===== config.mk =====
export PLATFORM = sky130hd
export DESIGN_NAME = apple_spawner
export DESIGN_NICKNAME = d
export VERILOG_FILES = /design/src/rtl/snake_pkg.sv /design/src/rtl/lfsr16.sv /design/src/rtl/apple_spawner.sv
export SDC_FILE = /design/constraint.sdc
export NUM_CORES = 1
export LEC_CHECK = 0
export ABC_AREA = 1
export ABC_CLOCK_PERIOD_IN_PS = 2000
export CAP_MARGIN = 20
export CORE_AREA = 5 5 118 176
export CTS_CLUSTER_DIAMETER = 100
export DETAILED_ROUTE_END_ITERATION = 16
export DIE_AREA = 0 0 123 181
export GPL_TIMING_DRIVEN = 0
export RECOVER_POWER = 50
export SLEW_MARGIN = 20
export SYNTH_ARGS = -nofsm -noshare
export SYNTH_HDL_FRONTEND = slang
export SYNTH_SLANG_ARGS = --single-unit

===== constraint.sdc =====
create_clock -name clk -period 2 [get_ports clk]
set_input_delay 0.2 -clock clk [delete_from_list [all_inputs] [get_ports clk]]
set_output_delay 0.2 -clock clk [all_outputs]
set_load 0.005 [all_outputs]

===== src/rtl/snake_pkg.sv =====
`default_nettype none
// snake_pkg -- shared grid geometry, cell type, apple-spawner FSM states and LFSR taps.
// Rev 1.0
package snake_pkg;

   localparam int GRID_W_DEF  = 20;
   localparam int GRID_H_DEF  = 15;
   localparam int CELL_PX_DEF = 32;

   // Feedback taps 16,14,13,11 expressed as a mask over q[15:0]
   localparam logic [15:0] LFSR_TAPS = 16'hB400;

   typedef struct packed {
      logic [4:0] cx;
      logic [3:0] cy;
   } cell_t;

   typedef enum logic [2:0] {
      S_IDLE   = 3'd0,
      S_PICK   = 3'd1,
      S_QUERY  = 3'd2,
      S_WAIT   = 3'd3,
      S_COMMIT = 3'd4,
      S_SCAN   = 3'd5
   } state_t;

endpackage
`default_nettype wire


===== src/rtl/lfsr16.sv =====
`default_nettype none
// lfsr16 -- free-running 16-bit Fibonacci LFSR; a nonzero seed keeps it off the all-zero lockup state.
// Rev 1.0
module lfsr16
   import snake_pkg::*;
#(
   parameter logic [15:0] SEED = 16'hACE1
)(
   input  logic        clk,
   input  logic        resetN,
   output logic [15:0] q
);

   always_ff @(posedge clk or negedge resetN) begin
      if (!resetN) q <= SEED;
      else         q <= {q[14:0], ^(q & LFSR_TAPS)};
   end

endmodule
`default_nettype wire


===== src/rtl/apple_spawner.sv =====
`default_nettype none
// apple_spawner -- tracks NUM_APPLES apple slots, scores eats and respawns eaten apples on free cells.
// Rev 1.0
module apple_spawner
   import snake_pkg::*;
#(
   parameter int          NUM_APPLES = 3,
   parameter int          GRID_W     = GRID_W_DEF,
   parameter int          GRID_H     = GRID_H_DEF,
   parameter int          CELL_PX    = CELL_PX_DEF,
   parameter logic [15:0] LFSR_SEED  = 16'hACE1,
   parameter int          MAX_TRIES  = 16,
   parameter int          SCORE_W    = 16
)(
   input  logic                                              clk,
   input  logic                                              resetN,
   input  logic                                              eat,
   input  logic [((NUM_APPLES > 1) ? $clog2(NUM_APPLES) : 1)-1:0] eat_idx,
   output logic                                              occ_req,
   output logic [4:0]                                        occ_cx,
   output logic [3:0]                                        occ_cy,
   input  logic                                              occ_ack,
   input  logic                                              occ_hit,
   output logic [NUM_APPLES*11-1:0]                          apple_x,
   output logic [NUM_APPLES*10-1:0]                          apple_y,
   output logic [NUM_APPLES-1:0]                             apple_valid,
   output logic [SCORE_W-1:0]                                score,
   output logic                                              busy,
   output logic                                              grid_full
);

   localparam int IDX_W  = (NUM_APPLES > 1) ? $clog2(NUM_APPLES) : 1;
   localparam int TRY_W  = $clog2(MAX_TRIES + 1);
   localparam int SHIFT  = $clog2(CELL_PX);
   localparam int NCELLS = GRID_W * GRID_H;

   state_t                state, state_n;
   cell_t                 pos [NUM_APPLES];
   cell_t                 cand, cand_next, lfsr_cell;
   logic [15:0]           lfsr_q;
   logic [NUM_APPLES-1:0] pending;
   logic [IDX_W-1:0]      slot, low_idx;
   logic [TRY_W-1:0]      tries;
   logic [9:0]            scan_cnt;
   logic                  scan_mode, eat_prev, eat_edge, eat_accept;
   logic                  lfsr_ok, lfsr_clash, cand_clash, tries_last, scan_done;
   logic                  reject, scan_step, scan_fail;
   logic                  unused_lfsr;

   lfsr16 #(.SEED(LFSR_SEED)) u_lfsr (
      .clk    (clk),
      .resetN (resetN),
      .q      (lfsr_q)
   );

   assign lfsr_cell   = {lfsr_q[4:0], lfsr_q[8:5]};
   assign unused_lfsr = ^lfsr_q[15:9];
   assign eat_edge    = eat && !eat_prev;
   assign lfsr_ok     = (int'(lfsr_cell.cx) < GRID_W) && (int'(lfsr_cell.cy) < GRID_H) && !lfsr_clash;
   assign tries_last  = (int'(tries) + 1 >= MAX_TRIES);
   assign scan_done   = (scan_cnt == 10'(NCELLS));

   // The slot under respawn is invalid, so it never blocks its own candidate.
   always_comb begin
      lfsr_clash = 1'b0;
      cand_clash = 1'b0;
      eat_accept = 1'b0;
      low_idx    = '0;
      for (int i = 0; i < NUM_APPLES; i++) begin
         if (apple_valid[i] && pos[i] == lfsr_cell) lfsr_clash = 1'b1;
         if (apple_valid[i] && pos[i] == cand)      cand_clash = 1'b1;
         if (eat_edge && eat_idx == IDX_W'(i) && apple_valid[i]) eat_accept = 1'b1;
      end
      for (int i = NUM_APPLES - 1; i >= 0; i--) begin
         if (pending[i]) low_idx = IDX_W'(i);
      end
   end

   always_comb begin
      cand_next = cand;
      if (int'(cand.cx) >= GRID_W - 1) begin
         cand_next.cx = '0;
         cand_next.cy = cand.cy + 4'd1;
      end else begin
         cand_next.cx = cand.cx + 5'd1;
      end
   end

   always_comb begin
      state_n   = state;
      reject    = 1'b0;
      scan_step = 1'b0;
      scan_fail = 1'b0;
      case (state)
         S_IDLE:   if (pending != '0) state_n = S_PICK;
         S_PICK: begin
            if (lfsr_ok) begin
               state_n = S_QUERY;
            end else begin
               reject  = 1'b1;
               state_n = tries_last ? S_SCAN : S_PICK;
            end
         end
         S_QUERY:  state_n = S_WAIT;
         S_WAIT: begin
            if (occ_ack) begin
               if (!occ_hit) begin
                  state_n = S_COMMIT;
               end else if (scan_mode) begin
                  scan_step = 1'b1;
                  state_n   = S_SCAN;
               end else begin
                  reject  = 1'b1;
                  state_n = tries_last ? S_SCAN : S_PICK;
               end
            end
         end
         S_COMMIT: state_n = S_IDLE;
         S_SCAN: begin
            if (scan_done) begin
               scan_fail = 1'b1;
               state_n   = S_IDLE;
            end else if (cand_clash) begin
               scan_step = 1'b1;
            end else begin
               state_n = S_QUERY;
            end
         end
         default:  state_n = S_IDLE;
      endcase
   end

   always_ff @(posedge clk or negedge resetN) begin
      if (!resetN) begin
         state       <= S_IDLE;
         eat_prev    <= 1'b0;
         pending     <= '0;
         apple_valid <= '1;
         score       <= '0;
         grid_full   <= 1'b0;
         slot        <= '0;
         tries       <= '0;
         scan_mode   <= 1'b0;
         scan_cnt    <= '0;
         cand        <= '0;
         for (int i = 0; i < NUM_APPLES; i++) pos[i] <= '{cx: 5'(4 + 2*i), cy: 4'd3};
      end else begin
         state    <= state_n;
         eat_prev <= eat;
         if (state == S_IDLE && pending != '0) begin
            slot      <= low_idx;
            tries     <= '0;
            scan_mode <= 1'b0;
         end
         if (state == S_PICK && lfsr_ok) cand <= lfsr_cell;
         if (reject) begin
            tries <= tries + 1'b1;
            if (tries_last) begin
               scan_mode <= 1'b1;
               scan_cnt  <= '0;
               cand      <= '0;
            end
         end
         if (scan_step) begin
            cand     <= cand_next;
            scan_cnt <= scan_cnt + 10'd1;
         end
         if (scan_fail) grid_full <= 1'b1;
         for (int i = 0; i < NUM_APPLES; i++) begin
            if (slot == IDX_W'(i) && state == S_COMMIT) begin
               pos[i]         <= cand;
               apple_valid[i] <= 1'b1;
               pending[i]     <= 1'b0;
            end
            if (slot == IDX_W'(i) && scan_fail) pending[i] <= 1'b0;
            if (eat_edge && eat_idx == IDX_W'(i) && apple_valid[i]) begin
               apple_valid[i] <= 1'b0;
               pending[i]     <= 1'b1;
            end
         end
         if (eat_accept && score != '1) score <= score + 1'b1;
      end
   end

   assign occ_req = (state == S_QUERY) || (state == S_WAIT);
   assign occ_cx  = cand.cx;
   assign occ_cy  = cand.cy;
   assign busy    = (state != S_IDLE);

   // Pixel position is derived from the stored cell, so it changes on the same edge as valid.
   generate
      for (genvar g = 0; g < NUM_APPLES; g++) begin : g_pix
         assign apple_x[g*11 +: 11] = 11'(pos[g].cx) << SHIFT;
         assign apple_y[g*10 +: 10] = 10'(pos[g].cy) << SHIFT;
      end
   endgenerate

endmodule
`default_nettype wire


== Yosys cells after proc, flatten, opt, wreduce, memory -nomap -nowiden ==
Cells that the tools add are included.

* Bits in registers: 97
* Input port bits: 7
* Output and inout bits: 94
* Logic and storage cells: 161

* Add/sub/neg operators: 6
* $lt $le $gt $ge: 4
* Equality and inequality tests: 21
* Muxes and demuxes: 63
* Reductions and logical operators: 44

{| class="wikitable"
|+ Operator list
! kind !! number
|-
| $eq 9x9->1 || 6
|-
| $mux 1 || 38
|-
| $mux 9 || 4
|-
| $mux 10 || 3
|-
| $logic_and 1x1->1 || 24
|-
| $mux 3 || 8
|-
| $add 16x1->16 const B || 1
|-
| $ne 16x16->1 const B || 1
|-
| $reduce_xor 16->1 || 1
|-
| $mux 5 || 3
|-
| $pmux 3 s5 || 1
|-
| $reduce_bool 3->1 || 5
|-
| $reduce_bool 2->1 || 6
|-
| $add 10x1->10 const B || 1
|-
| $add 5x1->5 const B || 2
|-
| $eq 10x9->1 const B || 1
|-
| $add 5x1->6 const B || 1
|-
| $eq 3x2->1 const B || 2
|-
| $eq 3x3->1 const B || 2
|-
| $ge 6x5->1 const B || 1
|-
| $mux 2 || 3
|-
| $ge 5x5->1 const B || 1
|-
| $lt 5x5->1 const B || 1
|-
| $add 4x1->4 const B || 1
|-
| other kinds (15) || 21
|}

== Depth between registers and ports, before layout ==
Gate-level depths: netlist of run 1.

* Word-level depth: 12
* Depth in mapped cells: 14
* Gate-level depth less buffers: 13

== By module ==
From an unflattened synthesis of run 1, not the netlist that was laid out.

* Cell total of the unflattened synthesis: 697
* Area, all modules: 5,475.3 µm²

{| class="wikitable"
|+ By module, submodules not included
! module !! instances !! cells each !! area an instance (µm²) !! seq. area each (µm²)
|-
| apple_spawner || 1 || 664 || 4,993.5 || 2,043.2
|-
| lfsr16 || 1 || 33 || 481.7 || 410.4
|}

== Worst setup path before layout of run 1 ==
Ideal clock, no wire load.

* Path kind: flip-flop to flip-flop
* Start point: register scan_cnt[0]
* End point: register scan_cnt[0]
* Library setup time: 0.074 ns
* Arrival time: 1.705 ns
* Data required time: 1.926 ns
* Slack: 0.221 ns
* Stages on the path, launching flop included: 9
* Path buffers: 0
* Clock period less this slack: 1.779 ns
* Cell sequence: dfrtp_1 inv_1 ha_1 nand3_1 nor4_2 nor2_4 a21oi_4 nand2_4 o21ai_2

* Longest elaborated chain between the ends: 5
* Elaborated cells between the ends (all ways): 8
* Those cells by class: 1 x add/sub; 1 x eq/ne; 3 x mux; 3 x reduce/logical

{| class="wikitable"
|+ Ends and longest elaborated chain
! item !! RTL line !! text
|-
| start, declared || apple_spawner.sv:44 || <nowiki>logic [9:0] scan_cnt;</nowiki>
|-
| start signal, assigned || apple_spawner.sv:166 || <nowiki>scan_cnt <= scan_cnt + 10'd1;</nowiki>
|-
| $eq 10x9->1 || apple_spawner.sv:61 || <nowiki>assign scan_done = (scan_cnt == 10'(NCELLS));</nowiki>
|-
| $mux 1 || apple_spawner.sv:120 || <nowiki>if (scan_done) begin</nowiki>
|-
| $pmux 1 s2 || apple_spawner.sv:94 || <nowiki>case (state)</nowiki>
|-
| $reduce_bool 2->1 (no source line) || - ||
|-
| $reduce_and 2->1 (no source line) || - ||
|}

Parallel ways exist; a longest one is shown, timed or not.
A chain may end at the register's enable or synchronous reset.

== Final worst setup path of run 1 ==
* Start point: register u_lfsr.q[7]
* End point: register cand (netlist bit occ_cx[4])

* Longest elaborated chain between the ends: 12
* Elaborated cells between the ends (all ways): 20
* Those cells by class: 1 x order compare; 3 x eq/ne; 9 x mux; 7 x reduce/logical

{| class="wikitable"
|+ Ends and longest elaborated chain
! item !! RTL line !! text
|-
| start, declared || lfsr16.sv:11 || <nowiki>output logic [15:0] q</nowiki>
|-
| start signal, assigned || lfsr16.sv:16 || <nowiki>else q <= {q[14:0], ^(q & LFSR_TAPS)};</nowiki>
|-
| $eq 9x9->1 || apple_spawner.sv:70 || <nowiki>if (apple_valid[i] && pos[i] == lfsr_cell) lfsr_clash = 1'b1;</nowiki>
|-
| $logic_and 1x1->1 || apple_spawner.sv:70 ||
|-
| $mux 1 (3 in a row) || apple_spawner.sv:70 ||
|-
| $logic_not 1->1 || apple_spawner.sv:59 || <nowiki>assign lfsr_ok = (int'(lfsr_cell.cx) < GRID_W) && (int'(lfsr_cell.cy) < GRID_H) && !lfsr_clash;</nowiki>
|-
| $logic_and 1x1->1 (*) || apple_spawner.sv:59 ||
|-
| $logic_and 1x1->1 || apple_spawner.sv:155 || <nowiki>if (state == S_PICK && lfsr_ok) cand <= lfsr_cell;</nowiki>
|-
| $mux 9 || apple_spawner.sv:155 ||
|-
| $mux 9 || apple_spawner.sv:158 || <nowiki>if (tries_last) begin</nowiki>
|-
| $mux 9 (*) || apple_spawner.sv:156 || <nowiki>if (reject) begin</nowiki>
|-
| $mux 9 (*) || apple_spawner.sv:164 || <nowiki>if (scan_step) begin</nowiki>
|-
| end signal, assigned || apple_spawner.sv:155 ||
|-
| end signal, assigned || apple_spawner.sv:165 || <nowiki>cand <= cand_next;</nowiki>
|-
| end, declared || apple_spawner.sv:39 || <nowiki>cell_t cand, cand_next, lfsr_cell;</nowiki>
|}

Mark *: on every way between the ends. The rest lies on a longest branch, timed or not.

==> results.json, run 1 <==
{
  "critPathMaxStageDelay_ns": 0.62,
  "cts_buffers": 9,
  "crit_chain": "inv_2 -> nand2_2 -> nand2_2 -> nor2_1 -> nand3_1 -> nor2_2 -> nor2_4 -> nand2_2 -> nand2_4 -> nand2_8 -> nand2_8 -> nand2_8 -> o22ai_2",
  "synth-seq-area-share_pct": 43.76,
  "coreArea_um2": 19010,
  "async_flop_share_pct": 100.0,
  "r2r-start": "u_lfsr.q[7]$_DFF_PN1_",
  "clock-sinks": 97,
  "hold_ws_ns": 0.2505,
  "synth_flop_cell": "dfrtp_1",
  "finClkSkew_ns": 0.009380,
  "path_buf_inv": 1,
  "htree_num_levels": 3,
  "worstPathMaxFanout": 7,
  "synth_area_leaders": "dfrtp_1 34%, nand2_1 11%, dfstp_2 9.8%",
  "place_hpwl_um": 11810,
  "grt_pass1_wl_um": 24240,
  "critPathTopFamily": "simple AND/OR/NAND/NOR gates",
  "min_period_ns": 1.965,
  "first_pass_iters": 6,
  "ys_ff_latch": 97,
  "slew_headroom_pct": 55.49,
  "peakVddDrop_mv": 0.3634,
  "grt_overflow": 0,
  "fin_nets": 839,
  "synth_edf_count": 0,
  "synth_cell_types": 43,
  "fp.dieArea_um2": 22260,
  "critical_path_required_ns": 2.24,
  "clk_path_buf_depth": 2,
  "fmax_mhz": 508.9,
  "drtIter0Drc": 226,
  "via_per_inst": 4.409,
  "status": "finished, final reports clean",
  "yosysTopAreaCellShare_pct": 33.92,
  "drive_gt1_share_pct": 22.26,
  "worst_setup_path_start_kind": "flip-flop",
  "drt_wl_total_um": 15600,
  "p_per_area_nw_per_um2": 917.7,
  "drc": 0,
  "setup_slack_ns": 0.03492,
  "vias": 4793,
  "min_period_over_period_pct": 98.25,
  "wire_per_inst_um": 14.35,
  "ant_nets": 0,
  "utilization_pct": 38.91,
  "wl_met3_um": 1018,
  "root_buffer": "clkbuf_16",
  "synthCells": 686,
  "timing.rr.end": "occ_cx[4]$_DFF_PN0_",
  "maxCapViolCount": 0,
  "grt_pass1_vias": 4580,
  "clkTransAtPathRegs_ns": 0.07,
  "hp-class": "in -> async",
  "die-height_um": 181,
  "area_growth_pct": 31.89,
  "top_layer": "met4",
  "cp.depth": 13,
  "synth_top_area_cell": "dfrtp_1",
  "gp_congestion": 0.9419,
  "worstSkewPairLatency_ns": 0.36,
  "pin_count": 101,
  "initial_core_util_pct": 29.50,
  "wl_met2_um": 8084,
  "cts_tree": "yes",
  "grtUsageTotal_pct": 13.93,
  "die_width_um": 123,
  "postSynthAreaPerCell_um2": 8.173,
  "synthesis.area_um2": 5607,
  "dp_slack_ns": -0.2477,
  "reg2reg_slack_ns": 0.03,
  "end_kind": "flip-flop",
  "reg2reg_depth": 13,
  "worstSetupPathType": "reg -> reg",
  "antenna_cells": 0,
  "rsz0062_at_grt": "yes",
  "arrival_ns": 2.20,
  "numPortBuffers": 64,
  "p_leak_uw": 0.003469,
  "finalHoldViolations": 0,
  "yosysWarnings": 0,
  "setup_viol": 0,
  "drv_slew": 0,
  "grt_max_degree": 78,
  "antenna_found_initial": 0,
  "tightest_slew_ns": 0.6632,
  "wl_met1_um": 6054,
  "placementRows": 62,
  "cpMaxStageDelayCell": "dfstp_2"
}
==> how the worst max path moves through the flow <==
stage | start | end | slack [ns]
global route | occ_cx[3]$_DFF_PN0_ | occ_cy[2]$_DFFE_PN0P_ | -0.08
detailed placement | eat | score[14]$_DFFE_PN0P_ | -0.25
finish | u_lfsr.q[7]$_DFF_PN1_ | occ_cx[4]$_DFF_PN0_ | 0.03
floorplan | scan_cnt[0]$_DFFE_PN0P_ | scan_cnt[0]$_DFFE_PN0P_ | 0.22
CTS | u_lfsr.q[3]$_DFF_PN0_ | occ_cx[4]$_DFF_PN0_ | 0.005
global placement | resetN | score[12]$_DFFE_PN0P_ | -3.15
==> cell families after synthesis <==
family                     Yosys count  synth area share, %
and+or+nand+nor                    312                25.31
buffers and inverters              128                11.98
AOI/OAI and AO/OA                   98                10.67
DFF                                 97                43.76
xor gates and xnor gates            44                6.873
adders and majority gates            6                1.339
other                                1              0.06689
==> placed cells by master (no fill, tap or decap), types with 3 or more instances in the layout <==
| master | n |
|---|---|
| nor3_1 | 11 |
| a21oi_1 | 7 |
| nor2_2 | 9 |
| nor3_2 | 4 |
| nand2_8 | 4 |
| o21ai_1 | 22 |
| inv_4 | 4 |
| clkdlybuf4s50_1 | 62 |
| conb_1 | 36 |
| ha_1 | 6 |
| o21ai_2 | 8 |
| inv_1 | 62 |
| xnor2_1 | 11 |
| o211ai_1 | 3 |
| nor2_4 | 3 |
| inv_2 | 13 |
| xor2_1 | 33 |
| o21a_1 | 3 |
| nand2_4 | 3 |
| nand4_1 | 13 |
| dfrtp_1 | 74 |
| nand3_1 | 27 |
| buf_6 | 6 |
| nand2_2 | 8 |
| clkbuf_16 | 9 |
| dfstp_2 | 19 |
| o21ai_0 | 42 |
| buf_4 | 66 |
| nor2_1 | 51 |
| o22ai_2 | 5 |
| clkbuf_1 | 4 |
| nand2_1 | 168 |
==> power by group <==
part / switching (uW) / internal (uW)
Sequential: 327 / 2280
Clock: 865 / 878
Combinational: 1340 / 1090
==> area by class of cell <==
class                      count  area (um^2)
multi-input combinational    497         2743
fill                        1959        11610
buffer                        49        382.9
timing repair buffer          93        894.6
inverter                      79        306.5
clock buffer                  10        229.0
sequential                    97         2456
tap                          256        320.3
clock inverter                 6        62.56
==> per-layer routing <==
metal | global-route usage, % | up-vias
met5 | 0 | -
met4 | 5.366 | 0
met3 | 3.254 | 25
met2 | 24.84 | 115
met1 | 15.84 | 2235
li1 | - | 2418
==> Yosys cell counts, types with 3 or more instances <==
master    number
nand4_1       13
dfrtp_1       76
nand3_1       29
o21a_1         3
nand2_4        5
o21ai_1       24
xor2_1        33
nor2_1        56
clkbuf_1       3
buf_6          3
o21ai_2        5
nor3_1        14
nor2_2         5
inv_2         15
o211ai_1       3
buf_4         41
dfstp_2       21
ha_1           6
o31ai_1        3
o22ai_2        5
a21oi_1        8
xnor2_1       11
nand2_2        5
inv_1         63
nand2_1      171
o21ai_0       43
==> registers in the layout, indices dropped and copies added (netlist names) <==
register     count
occ_cx           5
grid_full        1
state            3
scan_cnt        10
score           16
slot             2
occ_cy           4
apple_y         12
u_lfsr.q        16
apple_x         15
tries            5
scan_mode        1
pending          3
eat_prev         1
apple_valid      3
==> through the flow <==
| step | instance area, um^2 | TNS (ns) | cells | power [uW] |
|---|---|---|---|---|
| finish | 7395 | 0 | 1087 | 6786 |
| floorplan | 5738 | 0 | 721 | 4086 |
| global route | 7395 | -0.9795 | 1087 | 7250 |
| detailed placement | 6728 | -2.643 | 1042 | 4833 |
| CTS | 7084 | 0 | 1063 | 6641 |
| global placement | 6699 | -280.54 | 1041 | 4793 |
==> worst register-to-register path, delay by kind of cell (launching register included) <==
kind | cells | cell delay (ns)
AND/OR/NAND/NOR | 11 | 1.08
flip-flops | 1 | 0.62
buffers and inverters | 1 | 0.08
AO/OA/AOI/OAI | 1 | 0.06
==> timing repair <==
item,in CTS,in global routing
gates resized for setup,6,30
buffers inserted,4,23
cloned,0,1
pin swaps,3,22
endpoints found under the hold margin,20,0
setup endpoints to repair,17,37
hold buffers,1,0
No activity file was read; power rests on OpenSTA's default activity.
==> run 2, diff against run 1 <==
Settings changed: ABC_CLOCK_PERIOD_IN_PS 2000 to 1580, CTS_BUF_LIST set to sky130_fd_sc_hd__clkbuf_4.
Clock period 2 ns to 1.58 ns, I/O delays scaled along.
==> results.json, run 2 (synthesis gave the netlist of run 1 again) <==
{
  "p_per_area_nw_per_um2": 1050,
  "cts_tree": "yes",
  "min_period_ns": 1.947,
  "placementRows": 62,
  "fin_nets": 916,
  "fp.dieArea_um2": 22260,
  "clock-sinks": 97,
  "worst_setup_path_start_kind": "flip-flop",
  "arrival_ns": 2.32,
  "worstPathMaxFanout": 8,
  "finalHoldViolations": 0,
  "peakVddDrop_mv": 0.5369,
  "min_period_over_period_pct": 123.3,
  "r2r-start": "occ_cy[3]$_DFFE_PN0P_",
  "grt_max_degree": 59,
  "first_pass_iters": 5,
  "end_kind": "flip-flop",
  "wire_per_inst_um": 14.06,
  "drtIter0Drc": 217,
  "drv_slew": 0,
  "drive_gt1_share_pct": 34.47,
  "final_cell_mix": "163 x nand2_1, 122 x buf_4, 68 x dfrtp_1, 56 x inv_1, 45 x nor2_1",
  "hold_start": "eat",
  "status": "finished, violations left",
  "reg2reg_depth": 11,
  "grt_pass1_wl_um": 25470,
  "fmax_mhz": 513.5,
  "worstSkewPairLatency_ns": 0.49,
  "holdPathStages": 1,
  "slew_headroom_pct": 24.31,
  "setup_viol": 45,
  "initial_core_util_pct": 29.50,
  "violations": "negative setup slack",
  "gp_congestion": 0.9083,
  "via_per_inst": 4.367,
  "maxCapViolCount": 0,
  "p_leak_uw": 0.004199,
  "pin_count": 101,
  "die_width_um": 123,
  "grt_pass1_vias": 5037,
  "rsz0062_at_grt": "yes",
  "coreArea_um2": 19010,
  "hold_ws_ns": 0.2318,
  "utilization_pct": 42.67,
  "grtUsageTotal_pct": 14.70,
  "numPortBuffers": 64,
  "grt_overflow": 0,
  "clkTransAtPathRegs_ns": 0.18,
  "worstSetupPathType": "reg -> reg",
  "vias": 5088,
  "timing.rr.end": "occ_cy[2]$_DFFE_PN0P_",
  "critical_path_required_ns": 1.95,
  "drt_wl_total_um": 16380,
  "final_common_cell": "nand2_1",
  "drc": 0,
  "area_growth_pct": 44.63,
  "hp-class": "in -> reg",
  "setup_slack_ns": -0.3674,
  "ant_nets": 0,
  "die-height_um": 181,
  "finClkSkew_ns": 0.02381,
  "crit_path_start": "occ_cy[3]$_DFFE_PN0P_",
  "root_buffer": "clkbuf_4",
  "cts_buffers": 9,
  "reg2reg_slack_ns": -0.37,
  "place_hpwl_um": 11670,
  "hold_end": "eat_prev$_DFF_PN0_",
  "clk_path_buf_depth": 2,
  "htree_num_levels": 3,
  "tightest_slew_ns": 1.135,
  "antenna_found_initial": 1
}
## run 2: cell count changes in the layout (fill, tap and decap cells not counted), sizes merged
cell,delta
dlymetal6s2s,+8
clkbuf,+5
clkdlybuf4s50,-57
clkdlybuf4s15,+3
clkinv,+1
buf,+79
dlygate4sd2,+38
clkinvlp,-1
diode,+1
bufinv,+1
## run 2: area by class of cell
type	instances	area (um^2)
Clock buffer	9	67.56
Inverter	79	304.0
Timing Repair Buffer	170	1528
Clock inverter	7	73.82
Buffer	49	395.4
Sequential cell	97	2464
Multi-Input combinational cell	497	2954
Tap cell	256	320.3
Antenna cell	1	2.502
Fill cell	1880	10900
## run 2: worst max path at each step
stage,to,depth (start not counted)
6_report,occ_cy[2]$_DFFE_PN0P_,11
2_1_floorplan,scan_cnt[5]$_DFFE_PN0P_,13
3_3_place_gp,score[9]$_DFFE_PN0P_,1
4_1_cts,occ_cx[0]$_DFF_PN0_,12
3_5_place_dp,score[14]$_DFFE_PN0P_,11
5_1_grt,occ_cx[3]$_DFF_PN0_,11
## run 2: worst max-delay path, cell delays in order (launching register included)
cell and delay [ns]:
dfrtp_1 0.46, buf_6 0.16, buf_4 0.13, xor2_1 0.14
nor3_2 0.17, nand2_2 0.10, nand3_4 0.11, nand2_4 0.09
nand2_8 0.12, nand2_2 0.13, nor2_1 0.17, a21oi_2 0.04
## run 2: layer usage
metal / up-vias / global-route usage [%] / share of wire (%)
li1: 2566 / - / -
met1: 2348 / 15.74 / 37
met2: 139 / 27.08 / 54
met3: 35 / 3.442 / 5.8
met4: 0 / 6.075 / 3.4
met5: - / 0 / 0
## run 2: per-stage QoR
step	TNS, ns	total power [uW]	cells	worst slack, ns	instance area, um^2
floorplan	-1.939	5228	721	-0.1136	5791
global placement	-332.46	6124	1041	-3.525	6751
detailed placement	-18.30	6167	1042	-0.6173	6780
CTS	-9.337	8037	1129	-0.3445	7621
global route	-16.68	9098	1165	-0.4917	8109
finish	-10.07	8518	1165	-0.3674	8109
## run 2: power breakdown
group          total [uW]  switching, uW  leakage [uW]  internal, uW
clock network        1430            935     0.0000739           495
logic                3780           1970       0.00294          1810
registers            3310            417       0.00118          2890
total                8520           3320       0.00420          5200
## run 2: repair_timing
action                                 4_1_cts  5_1_grt
setup buffers                               69       37
setup endpoints to repair                  118       89
pin swaps                                   38       25
resized for setup                          112       79
gates cloned                                 1        1
hold buffers                                 1        0
endpoints found under the hold margin       81        0
